### src/rtl/var_states_xfer_pkg.sv
// Shared sat-engine definitions: per-bin slot count and packed var-state word layout.
// The state list uses the same constants, so both sides agree on the packing.
package var_states_xfer_pkg;

  localparam int NUM_VARS         = 8;
  localparam int WIDTH_LVL        = 16;
  localparam int WIDTH_VAR_STATES = 3 + WIDTH_LVL;

  function automatic logic [WIDTH_VAR_STATES-1:0] pack_var_state(
    input logic [2:0]           value,
    input logic [WIDTH_LVL-1:0] lvl
  );
    return {value, lvl};
  endfunction

endpackage

### src/rtl/var_states_xfer.sv
// Moves one bin's packed var states between the global var-state RAM and the state list:
// LOAD reads NUM_VARS words then pulses wr_states_o, STORE snapshots the bin and writes it back.
module var_states_xfer
  import var_states_xfer_pkg::*;
#(
  parameter int ADDR_W = 10
) (
  input  logic                                 clk,
  input  logic                                 rst,
  input  logic                                 start_load_i,
  input  logic                                 start_store_i,
  input  logic [ADDR_W-1:0]                    bin_base_i,
  output logic                                 busy_o,
  output logic                                 done_o,
  output logic                                 ram_rd_o,
  output logic                                 ram_we_o,
  output logic [ADDR_W-1:0]                    ram_addr_o,
  output logic [WIDTH_VAR_STATES-1:0]          ram_wdata_o,
  input  logic [WIDTH_VAR_STATES-1:0]          ram_rdata_i,
  output logic                                 wr_states_o,
  output logic [NUM_VARS*WIDTH_VAR_STATES-1:0] vars_states_o,
  input  logic [NUM_VARS*WIDTH_VAR_STATES-1:0] vars_states_i
);

  localparam logic [2:0] S_IDLE    = 3'd0;
  localparam logic [2:0] S_LD_RD   = 3'd1;
  localparam logic [2:0] S_LD_LAST = 3'd2;
  localparam logic [2:0] S_LD_WR   = 3'd3;
  localparam logic [2:0] S_ST_WR   = 3'd4;
  localparam logic [2:0] S_DONE    = 3'd5;

  typedef enum logic [2:0] {
    IDLE    = S_IDLE,
    LD_RD   = S_LD_RD,
    LD_LAST = S_LD_LAST,
    LD_WR   = S_LD_WR,
    ST_WR   = S_ST_WR,
    DONE    = S_DONE
  } state_t;

  localparam int              CNT_W    = (NUM_VARS > 1) ? $clog2(NUM_VARS) : 1;
  localparam logic [CNT_W-1:0] CNT_LAST = CNT_W'(NUM_VARS - 1);

  state_t                       state;
  logic [CNT_W-1:0]             cnt;
  logic [ADDR_W-1:0]            base;
  logic [WIDTH_VAR_STATES-1:0]  slot [NUM_VARS];
  logic [CNT_W-1:0]             cnt_nxt;
  logic [CNT_W-1:0]             cnt_prv;

  assign cnt_nxt = cnt + 1'b1;
  assign cnt_prv = cnt - 1'b1;

  for (genvar k = 0; k < NUM_VARS; k++) begin : g_pack
    assign vars_states_o[k*WIDTH_VAR_STATES +: WIDTH_VAR_STATES] = slot[k];
  end

  // Read data lags ram_rd_o by one cycle, so LD_RD captures the previous read and LD_LAST the final one.
  always_ff @(posedge clk or negedge rst) begin
    if (!rst) begin
      state       <= IDLE;
      cnt         <= '0;
      base        <= '0;
      for (int k = 0; k < NUM_VARS; k++) slot[k] <= '0;
      busy_o      <= 1'b0;
      done_o      <= 1'b0;
      ram_rd_o    <= 1'b0;
      ram_we_o    <= 1'b0;
      ram_addr_o  <= '0;
      ram_wdata_o <= '0;
      wr_states_o <= 1'b0;
    end else begin
      case (state)
        IDLE: begin
          if (start_load_i) begin
            state      <= LD_RD;
            busy_o     <= 1'b1;
            base       <= bin_base_i;
            cnt        <= '0;
            ram_rd_o   <= 1'b1;
            ram_addr_o <= bin_base_i;
          end else if (start_store_i) begin
            state       <= ST_WR;
            busy_o      <= 1'b1;
            base        <= bin_base_i;
            cnt         <= '0;
            for (int k = 0; k < NUM_VARS; k++)
              slot[k] <= vars_states_i[k*WIDTH_VAR_STATES +: WIDTH_VAR_STATES];
            ram_we_o    <= 1'b1;
            ram_addr_o  <= bin_base_i;
            ram_wdata_o <= vars_states_i[0 +: WIDTH_VAR_STATES];
          end
        end
        LD_RD: begin
          if (cnt != '0) slot[cnt_prv] <= ram_rdata_i;
          if (cnt == CNT_LAST) begin
            state      <= LD_LAST;
            ram_rd_o   <= 1'b0;
            ram_addr_o <= '0;
          end else begin
            cnt        <= cnt_nxt;
            ram_addr_o <= base + ADDR_W'(cnt_nxt);
          end
        end
        LD_LAST: begin
          slot[CNT_LAST] <= ram_rdata_i;
          wr_states_o    <= 1'b1;
          state          <= LD_WR;
        end
        LD_WR: begin
          wr_states_o <= 1'b0;
          done_o      <= 1'b1;
          state       <= DONE;
        end
        ST_WR: begin
          if (cnt == CNT_LAST) begin
            state       <= DONE;
            ram_we_o    <= 1'b0;
            ram_addr_o  <= '0;
            ram_wdata_o <= '0;
            done_o      <= 1'b1;
          end else begin
            cnt         <= cnt_nxt;
            ram_addr_o  <= base + ADDR_W'(cnt_nxt);
            ram_wdata_o <= slot[cnt_nxt];
          end
        end
        DONE: begin
          done_o <= 1'b0;
          busy_o <= 1'b0;
          state  <= IDLE;
        end
        default: begin
          state <= IDLE;
        end
      endcase
    end
  end

endmodule

### config.mk
export PLATFORM = sky130hd
export DESIGN_NAME = var_states_xfer
export DESIGN_NICKNAME = d
export VERILOG_FILES = /design/src/rtl/var_states_xfer_pkg.sv /design/src/rtl/var_states_xfer.sv
export SDC_FILE = /design/constraint.sdc
export NUM_CORES = 1
export LEC_CHECK = 0
export CELL_PAD_IN_SITES_DETAIL_PLACEMENT = 1
export CELL_PAD_IN_SITES_GLOBAL_PLACEMENT = 1
export CORE_UTILIZATION = 31
export CTS_BUF_LIST = sky130_fd_sc_hd__clkbuf_16
export DETAILED_ROUTE_END_ITERATION = 10
export GPL_ROUTABILITY_DRIVEN = 0
export PLACE_DENSITY = 0.84
export SYNTH_ARGS = -nofsm -noshare
export SYNTH_HDL_FRONTEND = slang
export SYNTH_SLANG_ARGS = --single-unit
### constraint.sdc
create_clock -name clk -period 3.03 [get_ports clk]
set_input_delay 0.606 -clock clk [delete_from_list [all_inputs] [get_ports clk]]
set_output_delay 0.606 -clock clk [all_outputs]
set_load 0.005 [all_outputs]
# Word-level counts from Yosys, hierarchy flattened
# Cells that the tools add are included.
# word_totals
reg_bits	202
inputBits	185
output_inout_bits	186
wordCells	102
# op_classes
add_sub_neg	3
order_cmp	3
n_eq_ne	14
muxes	39
n_bitwise	2
reduce_logical	23
# op_table
operator	count
2-to-1 mux 152 bit	3
one-hot mux 133 bit (2 select lines)	1
bitwise mux 152 bit	1
2-to-1 mux 19 bit	6
binary-select mux 19 bit (select 3 bit)	1
demux 19 bit (select 3 bit)	1
one-hot mux 19 bit (3 select lines)	1
one-hot mux 19 bit (2 select lines)	1
2-to-1 mux 10 bit	3
2-to-1 mux 3 bit	7
one-hot mux 10 bit (2 select lines)	1
one-hot mux 3 bit (5 select lines)	1
!= test 2 bit (second input constant)	7
AND reduction 3 bit	4
AND reduction 4 bit	3
nonzero test 2 bit	6
adder 10 x 3 -> 10 bit	1
== test 3 bit (second input constant)	3
nonzero test 3 bit	3
greater-or-equal comparator 4 bit (second input constant)	2
NOT 3 -> 4 bit	2
one-hot mux 1 bit (2 select lines)	4
AND reduction 2 bit	4
== test 3 x 2 -> 1 bit (second input constant)	2
other kinds (11)	16

# Longest topological paths before layout
# depth
ltp_word	9
depth_mapped	12
ltp_nobuf	8

# Worst setup path before layout
# OpenSTA, ideal clock, no wires.
# synth_path
kind	flip-flop to flip-flop
start	register cnt[0]
end	register slot, in the netlist vars_states_o[38]
arrival_ns	2.750
setup_slack_ns	0.197
stages_incl_launch_ff	12
n_path_buf	5
cell_sequence	dfrtp_1 > buf_2 > buf_2 > buf_2 > inv_1 > ha_1 > buf_2 > nand2b_1 > nor2_1 > clkbuf_1 > a22oi_1 > o21ai_0
# synth_between
elab_chain_len	9
word_cells_on_any_way	13
cone_classes	add/sub: 1; order compare: 2; eq/ne: 1; mux: 5; bitwise: 1; reduce/logical: 3
# synth_rtl
item	line_no	text
start, declared	var_states_xfer.sv:45	logic [CNT_W-1:0] cnt;
start signal, assigned	var_states_xfer.sv:101	cnt <= cnt_nxt;
start signal, assigned	var_states_xfer.sv:123	cnt <= cnt_nxt;
subtractor 3 x 1 -> 3 bit	var_states_xfer.sv:52	assign cnt_prv = cnt - 1'b1;
NOT 3 -> 4 bit (not written as such)	var_states_xfer.sv:95	if (cnt != '0) slot[cnt_prv] <= ram_rdata_i;
greater-or-equal comparator 4 bit (not written as such) or < comparator 4 x 1 -> 1 bit (tied branches)	var_states_xfer.sv:95	
logical AND 1 bit (not written as such)	var_states_xfer.sv:95	
2-to-1 mux 19 bit (not written as such)	var_states_xfer.sv:95	
demux 19 bit (select 3 bit)	var_states_xfer.sv:95	
bitwise mux 152 bit	var_states_xfer.sv:95	
2-to-1 mux 152 bit	var_states_xfer.sv:95	
one-hot mux 133 bit (2 select lines)	var_states_xfer.sv:73	case (state)
end signal, assigned by index	var_states_xfer.sv:88	slot[k] <= vars_states_i[k*WIDTH_VAR_STATES +: WIDTH_VAR_STATES];
end signal, assigned by index	var_states_xfer.sv:95	
end signal, assigned by index	var_states_xfer.sv:106	slot[CNT_LAST] <= ram_rdata_i;
end, declared	var_states_xfer.sv:47	logic [WIDTH_VAR_STATES-1:0] slot [NUM_VARS];
# Several ways; a longest one is shown, not always the timed one. The select of a mux whose other input is x is not followed.
# A chain may end at the register's enable or synchronous reset.

# Worst setup path after layout
# layout_path
start	register cnt[0]
end	register slot, in the netlist vars_states_o[113]
# Same word-level chain as after synthesis.

==> out/summary.txt <==
HP Class: in2async
syn_nets: 1355
ys flop type: dfrtp_1
max incr delay on CP: 880 ps
Clock power frac: 14.6%
H-Tree Depth: 1
placed cell area: 15000 um^2
worst r2r dst: vars_states_o[113]
CP arrival: 3010 ps
critical path startpoint category: flip-flop
Mapped Cells: 1162
vias in the first global route: 11600
Area growth syn-to-layout: 45.8%
outcome: completed
Buf/Inv on CP: 1
Cell Area, Synth: 10800 um^2
final hold viol count: 0
Int Pwr: 10.3 mW
Crit path required time: 3460 ps
Core Region: 34500 um^2
Starting Density: 31.4%
dpl hpwl: 37300 um
FP Rows: 68
input/output buffers: 370
global route overflow: 0
critical path type: reg2reg
TritonCTS clock tree: yes
largest family of logic cells by synthesized area: compound AO/OA/AOI/OAI gates
XOR/XNOR Fraction of Synth Area: 1.03%
DRT Pass-1 Iters: 5
I/O pin cnt: 371
FMAX: 0.389 GHz
Final Skew: 18.7 ps
layout cell share with drive strength beyond 1: 7.75%
RR Startpoint: cnt[0]
largest net degree at the start of global routing: 109
asr flop ratio synth: 100%
synthesized area per cell: 9.32 um^2
Die Y: 189 um
drt via density: 5.72
nets: 1684
most frequent cells after synthesis: dfrtp_1 (202), nand2_1 (161), o21ai_0 (147), a22oi_1 (146), a21oi_1 (63)
CP max-delay cell: nor2_2
setup tns final: 0 ps
post-synthesis sequential area ratio: 46.7%
Sw Ratio: 46.8%
area leader, netlist: dfrtp_1
top cells by area, synth: dfrtp_1 (47%), a22oi_1 (10%), o21ai_0 (6.8%)
Global Route Usage Sum: 27.5%
CTS resizes: 0
crit path max fanout: 19
Worst path top cell family by delay: simple AND/OR/NAND/NOR gates
switching pwr: 9.10 mW
post-synth top area share: 46.7%
fin crit period: 2570 ps
Logic pwr share: 60.1%
Final setup violation count: 0
Via Count: 11200
part of the power in registers: 25.3%
Root Buffer: clkbuf_16
multiplexer share of the synthesized area: 8.13%
Hold Buf Count CTS: 0
die area: 35700 um^2
initial antenna violation count: 1
post-synthesis cell type count: 55
Post-synth EDFFs: 0
Routed WL per cell: 25.4 um
utilization after layout: 45.9%
Post-CTS Setup Inserts: 0
Seq cells post-synth: 202
Leak: 6.42 nW
Final Cycle Share: 84.9%
clock transition at the registers of the reported paths: 70 ps
ANT nets after route: 0
RSZ-0062 raised after global routing: no
max_slew headroom: 24.9%
most frequent cell after synthesis: dfrtp_1
clock sink total: 202
Residual DRC: 0
PwrDens: 1230 nW/um^2
Num CTS Buffers: 24
worst-path cell chain: inv_1 -> ha_2 -> nand2b_1 -> nor2_2 -> a22oi_1 -> o21ai_0
Non-Filler Cell Area, Final: 15800 um^2
CP Capture Type: flip-flop
cells on worst reg2reg path: 6
synth warn: 0
Synth Area in Adders: 0.993%
drt initial violations: 853
post-synthesis compound-gate area fraction: 26.3%
first-pass GRT wire length: 74600 um
final wirelength: 50000 um
Clock Tree Buf Depth: 3
MaxCap Viol Count: 0
Horiz. Die Dim: 189 um
fraction of the mapped netlist area in simple logic gates: 12.1%
Skew-Pair Late Insertion Delay: 520 ps
R2R Setup Slk: 460 ps
max-slew violations: 0
Least-Margin Pin Slew: 1130 ps
maximum VDD drop: 0.000705 V
[cell usage in the layout, fill, tap and decap left out, drive strengths merged, types with 20 or more instances in the layout]
cell type and count:
mux2 20, clkdlybuf4s50 369, mux2i 61, dfrtp 202
nor2 49, a21oi 63, nand2 161, a22oi 146
and2 21, o21ai 167, buf 44, clkbuf 25
[worst register-to-register path, delay by kind of cell, from the launching register on]
family	cells	cell delay (ps)
AO/OA/AOI/OAI	2	450
adder cells (fa/ha/maj)	1	440
AND/OR/NAND/NOR	2	1050
buffers and inverters	1	100
flip-flops	1	450
[power groups by stage]
stage | sequential [mW] | combinational (mW) | clock (mW)
floorplan | 4.59 | 6.53 | 0
global placement | 4.86 | 11.1 | 0
detailed placement | 4.93 | 11.6 | 0
CTS | 4.90 | 11.7 | 2.90
global route | 5.02 | 12.7 | 2.99
finish | 4.91 | 11.7 | 2.84
[worst max path at each step]
stage / start / to / slack [ps] / cells after the start
4_1_cts: cnt[0] / vars_states_o[113] / 460 / 6
3_3_place_gp: start_store_i / vars_states_o[53] / 320 / 7
2_1_floorplan: cnt[0] / vars_states_o[38] / 200 / 11
3_5_place_dp: start_store_i / vars_states_o[51] / 200 / 6
5_1_grt: cnt[0] / vars_states_o[113] / 290 / 6
6_report: cnt[0] / vars_states_o[113] / 460 / 6
[state kept, by name, indices dropped and copies added, names as in the netlist]
name           flops
ram_we_o           1
base              10
ram_wdata_o       19
busy_o             1
ram_rd_o           1
wr_states_o        1
state              3
done_o             1
ram_addr_o        10
vars_states_o    152
cnt                3
[per-stage QoR]
step / instances / setup WS (ps) / power [mW] / hold WS, ps
CTS: 1964 / 463 / 19.5 / 112
floorplan: 1162 / 197 / 11.1 / 310
finish: 1966 / 459 / 19.4 / 104
global placement: 1920 / 317 / 16.0 / 460
global route: 1965 / 295 / 20.7 / 139
detailed placement: 1920 / 197 / 16.5 / 481
[layout make-up]
class                   count  area (um^2)
fillers                  3860        18700
inverters                  10         37.5
well taps                 455          569
clock buffers              25          626
multi-input cells         840         5270
clock inverters            19          131
flip-flops and latches    202         5060
repair buffers            413         4110
diodes                      2         5.00
[cells by family after synthesis]
group / Yosys count
AND/OR/NAND/NOR: 291
XOR/XNOR: 11
multiplexers: 83
AO/OA/AOI/OAI: 447
adder cells (fa/ha/maj): 8
flip-flops: 202
buffers and inverters: 120
[per-layer routing]
metal  global-route usage, %  vias up  share of wire, %
li1                        -     4896                 -
met1                    38.2     5696                43
met2                    42.8      550                45
met3                    5.19      101               8.1
met4                    9.43        0               3.7
met5                       0        -                 0
No activity file was read; power rests on OpenSTA's default activity.
